### src/rtl/spi_master_gen_if.sv
// Bus bundle for spi_master_gen: request/response handshake plus the SPI pins.
// The master modport is the SPI controller's view; the slave modport is the
// view of whatever sits around it (bus front end and the off-chip slave pins).
`timescale 1ns/1ps
interface spi_master_gen_if #(
  parameter int DATA_W = 8,
  parameter int NUM_CS = 4,
  parameter int DIV_W  = 8
);
  localparam int CS_W = (NUM_CS > 1) ? $clog2(NUM_CS) : 1;

  logic              start;
  logic              ready;
  logic [DATA_W-1:0] tx_data;
  logic [CS_W-1:0]   cs_sel;
  logic              cpol;
  logic              cpha;
  logic              lsb_first;
  logic [DIV_W-1:0]  div;
  logic              busy;
  logic [DATA_W-1:0] rx_data;
  logic              rx_valid;
  logic              scl;
  logic              mosi;
  logic              miso;
  logic [NUM_CS-1:0] cs_n;

  modport master (
    input  start, tx_data, cs_sel, cpol, cpha, lsb_first, div, miso,
    output ready, busy, rx_data, rx_valid, scl, mosi, cs_n
  );

  modport slave (
    output start, tx_data, cs_sel, cpol, cpha, lsb_first, div, miso,
    input  ready, busy, rx_data, rx_valid, scl, mosi, cs_n
  );
endinterface

### src/rtl/spi_master_gen.sv
// Parametrised SPI master: configurable word width, CPOL/CPHA mode, SCL
// divider, bit order and one-hot chip selects. Every output is a flop.
//
// state | meaning
// ------+-----------------------------------------------------------------
// IDLE  | ready, cs_n all high, scl follows cpol input, mosi low
// SETUP | cs_n[sel] low for H cycles before the first SCL edge
// XFER  | issuing SCL edges 1..2*DATA_W, one every H cycles
// HOLD  | H cycles after the last edge, cs_n[sel] still low
`timescale 1ns/1ps
module spi_master_gen #(
  parameter int DATA_W = 8,
  parameter int NUM_CS = 4,
  parameter int DIV_W  = 8
) (
  input logic             clk,
  input logic             rst,
  spi_master_gen_if.master bus
);
  localparam int CS_W = (NUM_CS > 1) ? $clog2(NUM_CS) : 1;
  localparam int EC_W = $clog2(2 * DATA_W + 1);
  localparam logic [EC_W-1:0] LAST_EDGE = EC_W'(2 * DATA_W);

  typedef enum logic [1:0] {IDLE, SETUP, XFER, HOLD} state_t;

  state_t state, state_nxt;

  // latched request
  logic [CS_W-1:0]   sel;
  logic              cpol_r;
  logic              cpha_r;
  logic              lsb_r;
  logic [DIV_W-1:0]  div_r;

  // timing and shift datapath
  logic [DIV_W:0]    cnt;
  logic [EC_W-1:0]   edge_cnt;
  logic [DATA_W-1:0] tx_sh;
  logic [DATA_W-1:0] rx_sh;

  // output flops and their next values
  logic              scl_q, scl_d;
  logic              mosi_q, mosi_d;
  logic [NUM_CS-1:0] cs_n_q, cs_n_d;
  logic              busy_q, busy_d;
  logic              ready_q, ready_d;
  logic [DATA_W-1:0] rx_data_q, rx_data_d;
  logic              rx_valid_q, rx_valid_d;

  logic              accept;
  logic              tick;
  logic              edge_now;
  logic [EC_W-1:0]   edge_nxt;
  logic              sample_now;
  logic              shift_now;
  logic              tx_bit;
  logic [DATA_W-1:0] tx_adv;
  logic [DATA_W-1:0] rx_in;
  logic [CS_W-1:0]   sel_nxt;

  // out-of-range selects are simply never accepted
  assign accept   = (state == IDLE) && bus.start && (int'(bus.cs_sel) < NUM_CS);
  assign tick     = (cnt == '0);
  assign edge_now = tick && ((state == SETUP) || (state == XFER));
  assign edge_nxt = edge_cnt + EC_W'(1);
  // odd edges are leading; cpha picks which parity samples
  assign sample_now = edge_now && (edge_nxt[0] ^ cpha_r);
  // the final edge never shifts, so mosi keeps the last bit through HOLD
  assign shift_now  = edge_now && !(edge_nxt[0] ^ cpha_r) && (edge_nxt != LAST_EDGE);
  assign tx_bit  = lsb_r ? tx_sh[0] : tx_sh[DATA_W-1];
  assign tx_adv  = lsb_r ? (tx_sh >> 1) : (tx_sh << 1);
  assign rx_in   = lsb_r ? {bus.miso, rx_sh[DATA_W-1:1]} : {rx_sh[DATA_W-2:0], bus.miso};
  assign sel_nxt = accept ? bus.cs_sel : sel;

  // state register
  always_ff @(posedge clk or posedge rst) begin
    if (rst) state <= IDLE;
    else     state <= state_nxt;
  end

  // next-state decode
  always_comb begin
    state_nxt = state;
    case (state)
      IDLE:        if (accept) state_nxt = SETUP;
      SETUP, XFER: if (tick) state_nxt = (edge_nxt == LAST_EDGE) ? HOLD : XFER;
      HOLD:        if (tick) state_nxt = IDLE;
      default:     state_nxt = IDLE;
    endcase
  end

  // next values for the registered outputs
  always_comb begin
    scl_d      = scl_q;
    mosi_d     = mosi_q;
    rx_data_d  = rx_data_q;
    rx_valid_d = 1'b0;
    ready_d    = (state_nxt == IDLE);
    busy_d     = (state_nxt != IDLE);
    cs_n_d     = '1;
    if (state_nxt != IDLE) cs_n_d = ~(NUM_CS'(1) << sel_nxt);
    case (state)
      IDLE: begin
        scl_d  = bus.cpol;
        mosi_d = 1'b0;
        if (accept && !bus.cpha)
          mosi_d = bus.lsb_first ? bus.tx_data[0] : bus.tx_data[DATA_W-1];
      end
      SETUP: begin
        scl_d = edge_now ? ~cpol_r : cpol_r;
        if (shift_now) mosi_d = tx_bit;
      end
      XFER: begin
        scl_d = edge_now ? ~scl_q : scl_q;
        if (shift_now) mosi_d = tx_bit;
      end
      HOLD: begin
        scl_d = cpol_r;
        if (tick) begin
          mosi_d     = 1'b0;
          rx_valid_d = 1'b1;
          rx_data_d  = rx_sh;
        end
      end
      default: ;
    endcase
  end

  // request latch, divider down-counter, edge counter and shift registers
  always_ff @(posedge clk or posedge rst) begin
    if (rst) begin
      sel      <= '0;
      cpol_r   <= 1'b0;
      cpha_r   <= 1'b0;
      lsb_r    <= 1'b0;
      div_r    <= '0;
      cnt      <= '0;
      edge_cnt <= '0;
      tx_sh    <= '0;
      rx_sh    <= '0;
    end else if (accept) begin
      sel      <= bus.cs_sel;
      cpol_r   <= bus.cpol;
      cpha_r   <= bus.cpha;
      lsb_r    <= bus.lsb_first;
      div_r    <= bus.div;
      cnt      <= {1'b0, bus.div};
      edge_cnt <= '0;
      rx_sh    <= '0;
      // with cpha=0 the first bit is already on mosi, so pre-advance
      if (bus.cpha)           tx_sh <= bus.tx_data;
      else if (bus.lsb_first) tx_sh <= bus.tx_data >> 1;
      else                    tx_sh <= bus.tx_data << 1;
    end else if (state != IDLE) begin
      if (tick) begin
        cnt <= {1'b0, div_r};
        if (edge_now) edge_cnt <= edge_nxt;
      end else begin
        cnt <= cnt - (DIV_W + 1)'(1);
      end
      if (sample_now) rx_sh <= rx_in;
      if (shift_now)  tx_sh <= tx_adv;
    end
  end

  // output flops
  always_ff @(posedge clk or posedge rst) begin
    if (rst) begin
      scl_q      <= 1'b0;
      mosi_q     <= 1'b0;
      cs_n_q     <= '1;
      busy_q     <= 1'b0;
      ready_q    <= 1'b1;
      rx_data_q  <= '0;
      rx_valid_q <= 1'b0;
    end else begin
      scl_q      <= scl_d;
      mosi_q     <= mosi_d;
      cs_n_q     <= cs_n_d;
      busy_q     <= busy_d;
      ready_q    <= ready_d;
      rx_data_q  <= rx_data_d;
      rx_valid_q <= rx_valid_d;
    end
  end

  assign bus.scl      = scl_q;
  assign bus.mosi     = mosi_q;
  assign bus.cs_n     = cs_n_q;
  assign bus.busy     = busy_q;
  assign bus.ready    = ready_q;
  assign bus.rx_data  = rx_data_q;
  assign bus.rx_valid = rx_valid_q;
endmodule

### src/flat_wrapper.sv
// flat-port wrapper written by rule: the top's interface ports become plain ports
module spi_master_gen_flat 
#(
  parameter int DATA_W = 8,
  parameter int NUM_CS = 4,
  parameter int DIV_W  = 8
)
  (clk, rst, bus_start, bus_tx_data, bus_cs_sel, bus_cpol, bus_cpha, bus_lsb_first, bus_div, bus_miso, bus_ready, bus_busy, bus_rx_data, bus_rx_valid, bus_scl, bus_mosi, bus_cs_n);
  spi_master_gen_if #(.DATA_W(DATA_W), .NUM_CS(NUM_CS), .DIV_W(DIV_W)) bus_i ();
  input logic clk;
  input logic rst;
  input wire logic [$bits(bus_i.start)-1:0] bus_start;
  input wire logic [$bits(bus_i.tx_data)-1:0] bus_tx_data;
  input wire logic [$bits(bus_i.cs_sel)-1:0] bus_cs_sel;
  input wire logic [$bits(bus_i.cpol)-1:0] bus_cpol;
  input wire logic [$bits(bus_i.cpha)-1:0] bus_cpha;
  input wire logic [$bits(bus_i.lsb_first)-1:0] bus_lsb_first;
  input wire logic [$bits(bus_i.div)-1:0] bus_div;
  input wire logic [$bits(bus_i.miso)-1:0] bus_miso;
  output wire logic [$bits(bus_i.ready)-1:0] bus_ready;
  output wire logic [$bits(bus_i.busy)-1:0] bus_busy;
  output wire logic [$bits(bus_i.rx_data)-1:0] bus_rx_data;
  output wire logic [$bits(bus_i.rx_valid)-1:0] bus_rx_valid;
  output wire logic [$bits(bus_i.scl)-1:0] bus_scl;
  output wire logic [$bits(bus_i.mosi)-1:0] bus_mosi;
  output wire logic [$bits(bus_i.cs_n)-1:0] bus_cs_n;
  assign bus_i.start = bus_start;
  assign bus_i.tx_data = bus_tx_data;
  assign bus_i.cs_sel = bus_cs_sel;
  assign bus_i.cpol = bus_cpol;
  assign bus_i.cpha = bus_cpha;
  assign bus_i.lsb_first = bus_lsb_first;
  assign bus_i.div = bus_div;
  assign bus_i.miso = bus_miso;
  assign bus_ready = bus_i.ready;
  assign bus_busy = bus_i.busy;
  assign bus_rx_data = bus_i.rx_data;
  assign bus_rx_valid = bus_i.rx_valid;
  assign bus_scl = bus_i.scl;
  assign bus_mosi = bus_i.mosi;
  assign bus_cs_n = bus_i.cs_n;
  spi_master_gen #(.DATA_W(DATA_W), .NUM_CS(NUM_CS), .DIV_W(DIV_W)) u_core (.clk(clk), .rst(rst), .bus(bus_i));
endmodule
### config.mk
export PLATFORM = sky130hd
export DESIGN_NAME = spi_master_gen_flat
export DESIGN_NICKNAME = d
export VERILOG_FILES = /design/src/rtl/spi_master_gen_if.sv /design/src/rtl/spi_master_gen.sv /design/src/flat_wrapper.sv
export SDC_FILE = /design/constraint.sdc
export NUM_CORES = 1
export LEC_CHECK = 0
export BUFFER_PORTS_ARGS = -buffer_cell sky130_fd_sc_hd__buf_4
export CAP_MARGIN = 10
export CORE_UTILIZATION = 52
export DETAILED_ROUTE_END_ITERATION = 12
export GPL_TIMING_DRIVEN = 0
export PLACE_DENSITY = 0.76
export SLEW_MARGIN = 10
export SYNTH_ARGS = -nofsm -noshare
export SYNTH_HDL_FRONTEND = slang
export SYNTH_SLANG_ARGS = --single-unit
### constraint.sdc
create_clock -name clk -period 1.9 [get_ports clk]
set_clock_uncertainty 0.1 [all_clocks]
set_input_delay 0.285 -clock clk [delete_from_list [all_inputs] [get_ports clk]]
set_output_delay 0.285 -clock clk [all_outputs]
set_load 0.005 [all_outputs]
# Word-level counts from Yosys, hierarchy flattened

Index checks and enable logic that the tools add are counted.
W data, S select, Z words.

Add/sub/neg operators: 2
Multipliers: 0
Divide/modulo/power cells: 0
Magnitude comparators: 0
Equal/unequal tests: 8
Shift-type cells: 1
Mux-type cells: 35
Bitwise gates (word level): 4
Reductions and logical operators: 25

Operators with widths:

| operator              | number |
|---|---|
| $mux W8               | 10 |
| $mux W9               | 3 |
| $mux W5               | 4 |
| $reduce_bool A2 Y1    | 7 |
| $mux W1               | 10 |
| $logic_not A9 Y1      | 1 |
| $sub A9 B1 Y9 const B | 1 |
| $mux W2               | 4 |
| $reduce_and A2 Y1     | 4 |
| $logic_and A1 B1 Y1   | 6 |
| $ne A2 B1 Y1 const B  | 3 |
| $pmux W2 S3           | 1 |
| $add A5 B1 Y5 const B | 1 |
| $eq A5 B5 Y1 const B  | 1 |
| $ne A5 B5 Y1 const B  | 1 |
| $eq A2 B2 Y1 const B  | 2 |
| $logic_not A2 Y1      | 2 |
| $mux W4               | 1 |
| $not A4 Y4            | 1 |
| $pmux W1 S4           | 1 |
| $shl A1 B2 Y4 const A | 1 |
| $pmux W1 S3           | 1 |
| $reduce_and A3 Y1     | 1 |
| $eq A2 B1 Y1 const B  | 1 |
| other kinds (5)       | 7 |

Register bits after elaboration: 62
Bits in latches: 0
Memory bits (writable): 0
Memory bits (read-only): 0
Output and inout port bits: 17
Logic and storage cells: 92
Memories kept: 0

# Logic depth before layout (Yosys ltp)

Word-level depth: 8
Mapped depth: 10

# Least setup slack after synthesis

No wires, ideal clock.

Kind: flip-flop to flip-flop
Start: register u_core.cnt[0]
End: register u_core.mosi_q, in the netlist u_core.bus.mosi
Setup time: 0.125 ns
Arrival time: 1.890 ns
Required time: 1.675 ns
Slack: -0.215 ns
Stages on the path, launching flop included: 8
Buffers on the path: 0
Clock period less this slack: 2.115 ns
Cell sequence: dfrtp_1 > inv_1 > ha_1 > nor4b_2 > nand2_2 > a211oi_4 > nor2_2 > mux2_4

Cells in the longest elaborated chain, start to end: 6
Elaborated cells on any way between the ends: 7
Classes of those cells: eq/ne: 2; reduce/logical: 5

Ends and longest elaborated chain:

| element                           | line                  | RTL |
|---|---|---|
| from (decl)                       | spi_master_gen.sv:36  | `logic [DIV_W:0] cnt;` |
| from (signal assigned)            | spi_master_gen.sv:147 | `cnt <= {1'b0, bus.div};` |
| from (signal assigned)            | spi_master_gen.sv:156 | `cnt <= {1'b0, div_r};` |
| from (signal assigned)            | spi_master_gen.sv:159 | `cnt <= cnt - (DIV_W + 1)'(1);` |
| $logic_not A9 Y1 *                | spi_master_gen.sv:63  | `assign tick = (cnt == '0);` |
| $logic_and A1 B1 Y1               | spi_master_gen.sv:64  | `assign edge_now = tick && ((state == SETUP) \|\| (state == XFER));` |
| $logic_and A1 B1 Y1 (2 in series) | spi_master_gen.sv:69  | `assign shift_now = edge_now && !(edge_nxt[0] ^ cpha_r) && (edge_nxt != LAST_EDGE);` |
| $ne A2 B1 Y1 (no line)            | n/a                   |  |
| $reduce_and A2 Y1 (no line) *     | n/a                   |  |
| to (signal assigned)              | spi_master_gen.sv:178 | `mosi_q <= mosi_d;` |
| to (decl)                         | spi_master_gen.sv:43  | `logic mosi_q, mosi_d;` |

Mark *: on every way between the ends. The rest lies on a longest branch, timed or not.
A chain may end at the register's enable or synchronous reset.

# Final worst setup path

Start: register u_core.cnt[1]
End: register u_core.tx_sh[4]

Cells in the longest elaborated chain, start to end: 6

Ends and longest elaborated chain:

| element                           | line                  | RTL |
|---|---|---|
| $logic_not A9 Y1                  | spi_master_gen.sv:63  |  |
| $logic_and A1 B1 Y1               | spi_master_gen.sv:64  |  |
| $logic_and A1 B1 Y1 (2 in series) | spi_master_gen.sv:69  |  |
| $reduce_bool A2 Y1 (no line)      | n/a                   |  |
| $reduce_and A2 Y1 (no line)       | n/a                   |  |
| to (signal assigned)              | spi_master_gen.sv:151 | `if (bus.cpha) tx_sh <= bus.tx_data;` |
| to (signal assigned)              | spi_master_gen.sv:152 | `else if (bus.lsb_first) tx_sh <= bus.tx_data >> 1;` |
| to (signal assigned)              | spi_master_gen.sv:153 | `else tx_sh <= bus.tx_data << 1;` |
| to (decl)                         | spi_master_gen.sv:38  | `logic [DATA_W-1:0] tx_sh;` |

Every way passes these cells.

==> run metrics <==
Slew @ Worst Pin=0.650 ns; Hold Crit Depth=3; Ports=42; Slew Limit Headroom=0.566; Detailed Route Iter0 Violations=173; crit-path cells=inv_2 > ha_4 > nor4b_4 > nand2_2 > a2111o_1 > buf_6 > o221a_1; Mapped Area=3370 sq um; slowest cell on the critical path=a2111o_1; ant diodes=0; DIE WIDTH=82.5 um; R2R depth=7; clock latency on the worst-skew pair=0.34 ns; total track usage=0.251; H-tree level count=3; kind of critical path=register to register; die area=6810 sq um; most instantiated library cell after synthesis=nand2_1; Vias=2,920; leakage power=2.10 nW; CTS Root Cell=clkbuf_8; max-slew violations=0; post-place setup slack=-0.610 ns; nature of the critical path startpoint=register; minimum clock period=2.07 ns; total power=0.00265 W; core footprint=6100 sq um; area leader, netlist=dfrtp_1; die span in y=82.5 um; synthesis-stage register bit count=62; synth unique cells=49; Async SR Flop Fraction=1.00; Switch Pwr=0.000586 W; post-route ant nets=0; CTS tree=built; routed len/inst=16.9 um; first-pass GRT wire length=12,500 um; syn nets=381; most area-consuming cells after synthesis=dfrtp_1 (42%), nand2_1 (8.2%), mux2_2 (7.7%); via/cell ratio=5.75; Int Pwr=0.00207 W; fillers=430; area grow syn2layout=34.3%; antenna violations before repair=0; top cells by count, synth=nand2_1 (74), dfrtp_1 (57), o21ai_0 (27); Placed Area=3850 sq um; Net Sw Frac=0.221; multi-input logic area=1930 sq um; Seq/Total Area, Yosys=0.462; status=finished with violations; # nets final=461; CTS max path bufs=2; grt total ovfl=0; minimum hold slack=0.0426 ns; r2r endpoint=u_core.tx_sh[4]; Worst VDD drop=0.642 mV; TNS Setup=-1.54 ns; pin count of the biggest net entering global routing=35; WHS Endpoint=u_core.div_r[1]; reg-to-reg startpoint=u_core.cnt[1]; period utilization=1.09; Top Family by Delay on Critical Path=compound AO/OA/AOI/OAI gates; Post-synth EDFFs=0; RD Place Congestion=0.790; Critical Path End Type=register; Sink Count=62; Cell Pwr Density=586 nW/um^2; Worst-path clk slew=0.07 ns; Reg area=1560 sq um; final WL=8570 um; Post-Synthesis Cells=348; Crit Path Max Fanout=4; final setup fails=17; Hold Crit Start=bus_div[1]; drt first pass iters=4; vias in the first global route=2,698; drt drc=0; RSZ-0062 raised after global routing=true; Max stage delay on crit path=0.47 ns; critical path data required time=2.02 ns; HP Class=primary input to register; clock power share=0.449; Fin. Hold Viols=0; CTS buffer count=9; ratio of cells with drive above 1 in the final layout=0.383; design area=4520 sq um; Worst EP arrival=2.19 ns; total of max-cap violations=0; post-synth top area share=0.423; Gate power share=0.051; internal reg-to-reg setup slack=-0.17 ns; I/O Buffers=39; Initial Utilization=0.553; Buf/Inv on CP=2; num rows=28; YS warnings=0; syn avg cell area=9.68 sq um; Primary FF master, synth=dfrtp_1; Detail Placement HPWL=5170 um; Setup WS post-layout=-0.172 ns; Peak Freq=483 MHz; failing checks=negative setup slack; Flop pwr share=0.500
[worst min-delay path, stage by stage]
cell,delay (ns)
buf_4,0.08
nand2_1,0.04
nand2_1,0.05
[cell families after synthesis]
logic type / share of synthesized area
adders and majority gates: 0.0297
DFF: 0.462
AOI/OAI and AO/OA: 0.130
and+or+nand+nor: 0.180
xor gates and xnor gates: 0.0156
muxes: 0.150
buffers and inverters: 0.0323
[sequential cells by signal, summed over array words and instances (netlist names), 2 cells and up]
| signal | cells |
|---|---|
| u_core.cnt | 9 |
| u_core.bus.rx_data | 8 |
| u_core.div_r | 8 |
| u_core.rx_sh | 8 |
| u_core.tx_sh | 8 |
| u_core.edge_cnt | 5 |
| u_core.bus.cs_n | 4 |
| u_core.sel | 2 |
| u_core.state | 2 |
[power groups by stage]
stage                     sequential [W]  clock [W]  combinational, W
after floorplan                  0.00135          0         0.0000688
after global placement           0.00135          0          0.000128
after detailed placement         0.00135          0          0.000134
after CTS                        0.00133    0.00119          0.000136
after global routing             0.00133    0.00126          0.000151
final                            0.00133    0.00119          0.000135
[metal layers]
metal	share of wire	GRT usage	vias to the layer above	routed length, um
met2	0.51	0.424	69	4390
met5	0	0	-	0
met3	0.041	0.0451	14	351
li1	-	-	1389	-
met1	0.43	0.316	1448	3670
met4	0.018	0.110	0	157
[worst max-delay path by stage]
stage / end / cells past startpoint / start / slack [ns]
CTS: u_core.tx_sh[4] / 6 / u_core.edge_cnt[0] / -0.13
finish: u_core.tx_sh[4] / 7 / u_core.cnt[1] / -0.17
global route: u_core.bus.mosi / 9 / u_core.cnt[1] / -0.22
floorplan: u_core.bus.mosi / 6 / u_core.edge_cnt[0] / -0.04
global placement: u_core.div_r[4] / 9 / u_core.state[0] / -0.55
detailed placement: u_core.cpha_r / 9 / u_core.state[0] / -0.61
[cell usage in the layout, fill, tap and decap left out, drive strengths merged, types with 3 or more instances in the layout]
cell type,synthesis,routed
o221a,3,3
nor2,11,11
a21oi,6,6
nand2,75,75
o21ai,31,31
mux2i,23,23
nand2b,6,6
mux2,24,24
dfstp,5,5
xnor2,5,5
ha,8,8
or3,3,3
o211ai,4,4
nor3,10,10
clkbuf,14,24
dfrtp,57,57
buf,3,74
inv,12,11
nand3,16,16
a211oi,4,4
[repair_timing]
item / in CTS / in global routing
pin swaps: 6 / 12
buffers inserted: 18 / 14
hold buffers: 1 / 0
endpoints found under the hold margin: 28 / 0
endpoints found under the setup margin: 53 / 37
resized for setup: 29 / 37
cloned: 0 / 1
[cell type report]
class	instances	area share
buffer	13	0.0166
clock buffer	13	0.0351
clock inverter	3	0.00968
inverter	12	0.0113
multi-input combinational	257	0.426
sequential	62	0.346
tap	75	0.0207
timing repair buffer	73	0.135
[metrics by stage]
step,util,std cells
CTS,0.706,496
floorplan,-,348
global placement,0.628,462
finish,0.742,508
detailed placement,0.632,463
global route,0.742,508
No activity file was read; power rests on OpenSTA's default activity.
